===== src/rtl/acc8_frame_if.sv =====
// Operand stream in, frame result out: the two valid/ready channels of acc8_frame.
interface acc8_frame_if #(
    parameter int N_OPS = 4,
    localparam int CNT_W = $clog2(N_OPS + 1)
);
    logic             in_valid;
    logic             in_ready;
    logic [7:0]       in_data;
    logic             out_valid;
    logic             out_ready;
    logic [7:0]       out_sum;
    logic             out_ovf;
    logic [CNT_W-1:0] out_cnt;

    // Upstream producer / downstream consumer side.
    modport master (
        output in_valid, in_data, out_ready,
        input  in_ready, out_valid, out_sum, out_ovf, out_cnt
    );

    // Accumulator side.
    modport slave (
        input  in_valid, in_data, out_ready,
        output in_ready, out_valid, out_sum, out_ovf, out_cnt
    );
endinterface


===== src/rtl/acc8_frame.sv =====
// acc8_frame: sums N_OPS 8-bit operands per frame through one ripple adder,
// tracks carry-out as a sticky overflow flag and presents the frame result
// over a valid/ready handshake.

// 8-bit ripple-carry adder.
module adder8 (
    input  logic [7:0] a,
    input  logic [7:0] b,
    output logic [7:0] sum,
    output logic       cout
);
    logic [8:0] c;

    assign c[0] = 1'b0;

    for (genvar i = 0; i < 8; i++) begin : g_bit
        assign sum[i]   = a[i] ^ b[i] ^ c[i];
        assign c[i + 1] = (a[i] & b[i]) | ((a[i] ^ b[i]) & c[i]);
    end

    assign cout = c[8];
endmodule

module acc8_frame #(
    parameter int N_OPS = 4,
    localparam int CNT_W = $clog2(N_OPS + 1)
) (
    input  logic         clk,
    input  logic         rst_n,
    input  logic         clr,
    acc8_frame_if.slave  bus
);
    typedef enum logic {ACCUM, HOLD} state_t;

    state_t           state, state_n;
    logic [7:0]       acc, acc_n;
    logic             ovf, ovf_n;
    logic [CNT_W-1:0] cnt, cnt_n;

    logic [7:0] add_sum;
    logic       add_cout;

    adder8 u_add (
        .a    (acc),
        .b    (bus.in_data),
        .sum  (add_sum),
        .cout (add_cout)
    );

    // clr blocks acceptance so an operand presented with an abort is never consumed.
    assign bus.in_ready  = (state == ACCUM) && !clr;
    assign bus.out_valid = (state == HOLD);
    // In HOLD cnt sits at N_OPS, so the running values double as the frame result.
    assign bus.out_sum   = acc;
    assign bus.out_ovf   = ovf;
    assign bus.out_cnt   = cnt;

    // State and datapath registers; reset discards any partial frame or held result.
    always_ff @(posedge clk or negedge rst_n) begin
        if (!rst_n) begin
            state <= ACCUM;
            acc   <= '0;
            ovf   <= 1'b0;
            cnt   <= '0;
        end else begin
            state <= state_n;
            acc   <= acc_n;
            ovf   <= ovf_n;
            cnt   <= cnt_n;
        end
    end

    // Next state: clr aborts, ACCUM adds accepted operands, HOLD waits for the consumer.
    always_comb begin
        state_n = state;
        acc_n   = acc;
        ovf_n   = ovf;
        cnt_n   = cnt;
        if (clr) begin
            state_n = ACCUM;
            acc_n   = '0;
            ovf_n   = 1'b0;
            cnt_n   = '0;
        end else begin
            case (state)
                ACCUM: begin
                    if (bus.in_valid) begin
                        acc_n = add_sum;
                        ovf_n = ovf | add_cout;
                        cnt_n = cnt + CNT_W'(1);
                        if (cnt == CNT_W'(N_OPS - 1)) state_n = HOLD;
                    end
                end
                HOLD: begin
                    if (bus.out_ready) begin
                        state_n = ACCUM;
                        acc_n   = '0;
                        ovf_n   = 1'b0;
                        cnt_n   = '0;
                    end
                end
                default: state_n = ACCUM;
            endcase
        end
    end
endmodule


===== src/flat_wrapper.sv =====
// flat-port wrapper written by rule: the top's interface ports become plain ports
module acc8_frame_flat 
#(
    parameter int N_OPS = 4,
    localparam int CNT_W = $clog2(N_OPS + 1)
)
  (clk, rst_n, clr, bus_in_valid, bus_in_data, bus_out_ready, bus_in_ready, bus_out_valid, bus_out_sum, bus_out_ovf, bus_out_cnt);
  acc8_frame_if #(.N_OPS(N_OPS)) bus_i ();
  input  logic clk;
  input  logic rst_n;
  input  logic clr;
  input wire logic [$bits(bus_i.in_valid)-1:0] bus_in_valid;
  input wire logic [$bits(bus_i.in_data)-1:0] bus_in_data;
  input wire logic [$bits(bus_i.out_ready)-1:0] bus_out_ready;
  output wire logic [$bits(bus_i.in_ready)-1:0] bus_in_ready;
  output wire logic [$bits(bus_i.out_valid)-1:0] bus_out_valid;
  output wire logic [$bits(bus_i.out_sum)-1:0] bus_out_sum;
  output wire logic [$bits(bus_i.out_ovf)-1:0] bus_out_ovf;
  output wire logic [$bits(bus_i.out_cnt)-1:0] bus_out_cnt;
  assign bus_i.in_valid = bus_in_valid;
  assign bus_i.in_data = bus_in_data;
  assign bus_i.out_ready = bus_out_ready;
  assign bus_in_ready = bus_i.in_ready;
  assign bus_out_valid = bus_i.out_valid;
  assign bus_out_sum = bus_i.out_sum;
  assign bus_out_ovf = bus_i.out_ovf;
  assign bus_out_cnt = bus_i.out_cnt;
  acc8_frame #(.N_OPS(N_OPS)) u_core (.clk(clk), .rst_n(rst_n), .clr(clr), .bus(bus_i));
endmodule

===== config.mk =====
export PLATFORM = sky130hd
export DESIGN_NAME = acc8_frame_flat
export DESIGN_NICKNAME = d
export VERILOG_FILES = /design/src/rtl/acc8_frame_if.sv /design/src/rtl/acc8_frame.sv /design/src/flat_wrapper.sv
export SDC_FILE = /design/constraint.sdc
export NUM_CORES = 1
export LEC_CHECK = 0
export ABC_AREA = 1
export CORE_MARGIN = 2
export CORE_UTILIZATION = 45
export DETAILED_ROUTE_END_ITERATION = 8
export DONT_BUFFER_PORTS = 1
export SETUP_SLACK_MARGIN = 0.05
export SYNTH_ARGS = -nofsm -noshare
export SYNTH_HDL_FRONTEND = slang
export SYNTH_SLANG_ARGS = --single-unit

===== constraint.sdc =====
create_clock -name clk -period 3.4 [get_ports clk]
set_input_delay 0.34 -clock clk [delete_from_list [all_inputs] [get_ports clk]]
set_output_delay 0.34 -clock clk [all_outputs]
set_load 0.005 [all_outputs]

---- Word level (Yosys, flattened, before mapping) ----
Cells that the tools add are included.
W data, S select, Z words.
operators by class
  divide/modulo/power cells ............... 0
  shifts and indexed selects .............. 0
  order comparisons ....................... 0
  eq/ne operators ......................... 3
  $add $sub $neg .......................... 1
  bitwise operators ....................... 39
  multiplexer cells ....................... 17
  reductions and logical operators ........ 3
  multipliers ............................. 0
operator list
  operator               count
  $mux W8                3
  $pmux W8 S2            1
  $and A1 B1 Y1          15
  $xor A1 B1 Y1          15
  $mux W3                3
  $or A1 B1 Y1           8
  $mux W1                7
  $ne A3 B3 Y1 const B   2
  $pmux W3 S2            1
  $pmux W1 S2            2
  $add A3 B1 Y3 const B  1
  $eq A3 B2 Y1 const B   1
  $reduce_and A2 Y1      1
  $logic_and A1 B1 Y1    1
  $logic_not A1 Y1       1
  $not A1 Y1             1
storage, ports and cells
  flip-flop bits (word level) ............. 13
  output and inout port bits .............. 14
  latch bits .............................. 0
  logic and storage cells ................. 67
  ROM bits ................................ 0
  RAM bits ................................ 0
  memories ................................ 0
  input bits .............................. 13

---- Depth between registers and ports, before layout ----
  word-level depth ........................ 19
  depth in mapped cells ................... 14

---- By module ----
Synthesis repeated with hierarchy kept, for this count alone.
unflattened totals
  cell total of the unflattened synthesis .. 85
  area total of the unflattened synthesis .. 788.3 um^2
modules (own cells, without submodules)
  module      area an instance (um^2)  seq. area each (um^2)  instances  cells each
  acc8_frame  616.8                    325.3                  1          72
  adder8      171.4                    0.0                    1          13

---- Worst setup path before layout ----
Ideal clock, no wire load.
  path kind ............................... register -> register
  start point ............................. register u_core.acc[0] (netlist: u_core.bus.out_sum[0])
  end point ............................... register u_core.acc[7] (netlist: u_core.bus.out_sum[7])
  arrival time ............................ 3421 ps
  setup slack ............................. -137 ps
  buffers on the path ..................... 0
  required time ........................... 3283 ps
  cell stages (with the launch flop) ...... 13
  period minus slack after synthesis ...... 3537 ps
  cell sequence ........................... dfrtp_1 -> ha_1 -> inv_1 -> fa_1 -> fa_1 -> fa_1 -> fa_1 -> fa_1 -> fa_1 -> fa_1 -> nor2_1 -> nand2_1 -> nand2_1
on the way
  longest elaborated chain between the ends .. 17
RTL lines
  element                      RTL line          source
  start: declaration           acc8_frame.sv:36  logic [7:0] acc, acc_n;
  start signal: assignment     acc8_frame.sv:67  acc <= acc_n;
  $and A1 B1 Y1 (2 in series)  acc8_frame.sv:18  assign c[i + 1] = (a[i] & b[i]) | ((a[i] ^ b[i]) & c[i]);
  $or A1 B1 Y1                 acc8_frame.sv:18
  $and A1 B1 Y1                acc8_frame.sv:18
  $or A1 B1 Y1                 acc8_frame.sv:18
  $and A1 B1 Y1                acc8_frame.sv:18
  $or A1 B1 Y1                 acc8_frame.sv:18
  $and A1 B1 Y1                acc8_frame.sv:18
  $or A1 B1 Y1                 acc8_frame.sv:18
  $and A1 B1 Y1                acc8_frame.sv:18
  $or A1 B1 Y1                 acc8_frame.sv:18
  $and A1 B1 Y1                acc8_frame.sv:18
  $or A1 B1 Y1                 acc8_frame.sv:18
  $xor A1 B1 Y1                acc8_frame.sv:17  assign sum[i] = a[i] ^ b[i] ^ c[i];
  $mux W8                      acc8_frame.sv:87  if (bus.in_valid) begin
  $pmux W8 S2                  acc8_frame.sv:85  case (state)
  $mux W8                      acc8_frame.sv:79  if (clr) begin
No other way between the ends. The select of a mux whose other input is x is not followed.
A chain may end at the register's enable or synchronous reset.

---- Final worst setup path ----
Ends and elaborated chain as after synthesis.

==> summary.md <==
| Metric | Value |
|---|---|
| Slew HR | 0.593 |
| DRC Markers | 0 |
| Boundary Pins | 27 |
| Post-DP HPWL | roughly 1100 um |
| Startpoint types | register |
| Die Y | about 47 um |
| Reg-to-reg endpoint | u_core.bus.out_sum[7]$_DFFE_PN0P_ |
| FP Rows | 15 |
| CP endpoint kind | register |
| Largest net degree at the start of global routing | 14 |
| Initial cell density of the core | 0.482 |
| Grt total ovfl | 0 |
| Clock sink count | 13 |
| CP dominant cell by count | fa_2 |
| Most frequent cells in the layout | 35 x nand2_1, 20 x inv_1, 14 x nor2_1 |
| Reg2Reg Depth | 12 |
| Critical R2R Launch | u_core.bus.out_sum[0]$_DFFE_PN0P_ |
| Fin crit share | 0.982 |
| CP max FO | 2 |
| Net count, final | around 130 |
| Pwr Density | 559 nW/um^2 |
| Drt wl/cell | 11.3 um |
| Core area | approximately 1700 sq um |
| Buf/Inv on CP | 1 |
| Critical Path Max Stage Delay | 0.48 ns |
| Unrepaired setup endpoints after global routing | true |
| Most common cell after layout, fill and taps aside | nand2_1 |
| Max cap viols | 0 |
| R2r setup slk | 0.06 ns |
| Worst VDD drop | between 0.2 and 0.3 mV |
| Drt total wl | ~1500 um |
| Area of placed instances | 880 sq um |
| Cts bufs inserted | 3 |
| Status | complete, no violations |
| Combinational share of power | 0.348 |
| Final setup vio count | 0 |
| Via/cell ratio | 4.63 |
| CP Data Required Time | approximately 3.6 ns |
| Layout cells sized above 1 | 0.147 |
| Kind of critical path | reg -> reg |
| Post CTS Setup Buffer Count | 0 |
| Vias in the first global route | between 500 and 600 |
| CP Data Arrival Time | 3.52 ns |
| Worst Hold Launch | bus_in_valid |
| Clock Skews | around 0.0047 ns |
| Area Overhead vs Synth | 10.4% |
| Final antenna-violating net count | 0 |
| Clock power frac | 0.193 |
| Syn avg cell area | slightly above 8 sq um |
| Power Internal | 0.000318 W |
| CTS tree | built |
| Cell leakage power | 0.486 nW |
| Sw power | 0.000195 W |
| Flops & latches, synth | 13 |
| H-tree depth | 1 |
| Fmax achieved | between 200 and 300 MHz |
| Antenna Cells | 0 |
| Max-slew violations | 0 |
| CP delay by family, top | adder cells |
| Top post-synthesis cells by area | dfrtp_1 39%, fa_1 17%, nand2_1 16% |
| Initial DRC count | 6 |
| Net Sw Frac | 0.381 |
| GPL Wtd Cong | 0.719 |
| WHS Path Cells | 2 |
| CTS root buf | clkbuf_4 |
| Instance count of the mapped netlist | slightly above 100 |
| Aggregate global-route resource usage | 0.164 |
| Post-synth top area cell | dfrtp_1 |
| Register area share after synthesis | 0.391 |
| Crit-path cells | ha_1 > inv_1 > fa_2 > fa_2 > fa_2 > fa_2 > fa_2 > fa_2 > fa_1 > nor2_1 > nand2_1 > nand2_1 |
| Net Count, Synth | roughly 130 |
| Fin crit period | between 3 and 4 ns |
| Die width | roughly 47 um |
| Initial antenna violation count | 0 |
| Synthesized area | 832 sq um |
| Post-synth top area share | 0.391 |
| Clock latency at the later pin of the worst-skew pair | about 0.28 ns |
| FILL cells | 173 |
| Vias post-DR | 621 |
| Distinct cell type count after synthesis | 12 |
| Total Neg Setup Slack | 0 ns |
| DIE AREA | 2210 sq um |
| Seq pwr share | 0.459 |
| Count of input and output buffers | 0 |
| CTS Buffer Depth | 2 |
| Hold Path Class | in -> reg |
| Clk slew on worst S/H paths | 0.09 ns |
| CP max-delay cell | fa_1 |
| First-pass GRT wire length | 2460 um |
| Drt pass-1 iters | 4 |
| Post-route cell area | 918 sq um |
| Final Hold Fails | 0 |
| Ys Warns | 0 |
| Worst hold slack | 0.212 ns |
| Worst Tran Pin Value | 0.609 ns |
| Worst Hold Path EP | u_core.bus.out_sum[0]$_DFFE_PN0P_ |
==> worst max path at each step <==
stage | start | endpoint | slack [ns] | cells after the start
after floorplan | u_core.bus.out_sum[0]$_DFFE_PN0P_ | u_core.bus.out_sum[7]$_DFFE_PN0P_ | 0.06 | 12
after global placement | u_core.bus.out_sum[0]$_DFFE_PN0P_ | u_core.bus.out_sum[7]$_DFFE_PN0P_ | 0.03 | 12
after detailed placement | u_core.bus.out_sum[0]$_DFFE_PN0P_ | u_core.bus.out_sum[7]$_DFFE_PN0P_ | -0.02 | 12
after CTS | u_core.bus.out_sum[0]$_DFFE_PN0P_ | u_core.bus.out_sum[7]$_DFFE_PN0P_ | 0.04 | 12
after global routing | u_core.bus.out_sum[0]$_DFFE_PN0P_ | u_core.bus.out_ovf$_DFFE_PN0P_ | -0.04 | 14
final | u_core.bus.out_sum[0]$_DFFE_PN0P_ | u_core.bus.out_sum[7]$_DFFE_PN0P_ | 0.06 | 12
==> layer usage <==
layer,share of wire,global-route usage,vias to the layer above
li1,-,-,312
met1,0.42,0.201,282
met2,0.49,0.263,23
met3,0.070,0.0462,4
met4,0.016,0.0833,0
met5,0,0,-
==> area by class of cell <==
cell class / count / area [sq um] / area share
clock buffers: 4 / 26.3 / 0.0286
well taps: 25 / 31.3 / 0.0341
flip-flops and latches: 13 / 325 / 0.354
repair buffers: 3 / 25.0 / 0.0272
inverters: 20 / 75.1 / 0.0817
multi-input cells: 69 / 435 / 0.474
==> logic make-up after synthesis <==
kind of cell	count (synthesis)	synth area share
flip-flops	13	0.391
AO/OA/AOI/OAI	3	0.0180
adder cells (fa/ha/maj)	10	0.214
AND/OR/NAND/NOR	56	0.274
buffers and inverters	21	0.104
==> power groups by stage <==
stage | clock (W) | sequential (W) | combinational (W)
6_report | 0.0000989 | 0.000236 | 0.000179
5_1_grt | 0.000111 | 0.000244 | 0.000216
4_1_cts | 0.000102 | 0.000237 | 0.000184
3_5_place_dp | 0 | 0.000240 | 0.000177
3_3_place_gp | 0 | 0.000239 | 0.000171
2_1_floorplan | 0 | 0.000231 | 0.000146
==> Yosys cell counts (all sizes together) <==
cell type and instances:
nand2 39, dfrtp 13, buf 1, fa 7, nor2 15, nand4 2
a21oi 1, o21ai 2, inv 20, ha 3
==> registers in the layout, indices dropped and copies added, names as in the netlist <==
name                  count
u_core.bus.out_sum        8
u_core.bus.out_ovf        1
u_core.bus.out_valid      1
u_core.bus.out_cnt        3
==> timing repair <==
item                                    4_1_cts  5_1_grt
gates resized for setup                       1        0
hold endpoints to repair                     13        0
endpoints found under the setup margin        2        2
hold buffers                                  1        0
==> metrics by stage <==
stage,power [W],setup slack (ns),cells,utilization
finish,0.000513,0.0617,134,0.532
detailed placement,0.000417,-0.0166,129,0.509
floorplan,0.000377,0.0616,103,-
global route,0.000570,-0.0421,134,0.532
global placement,0.000410,0.0281,129,0.509
CTS,0.000523,0.0374,134,0.532
(Power assumes the default switching activity.)
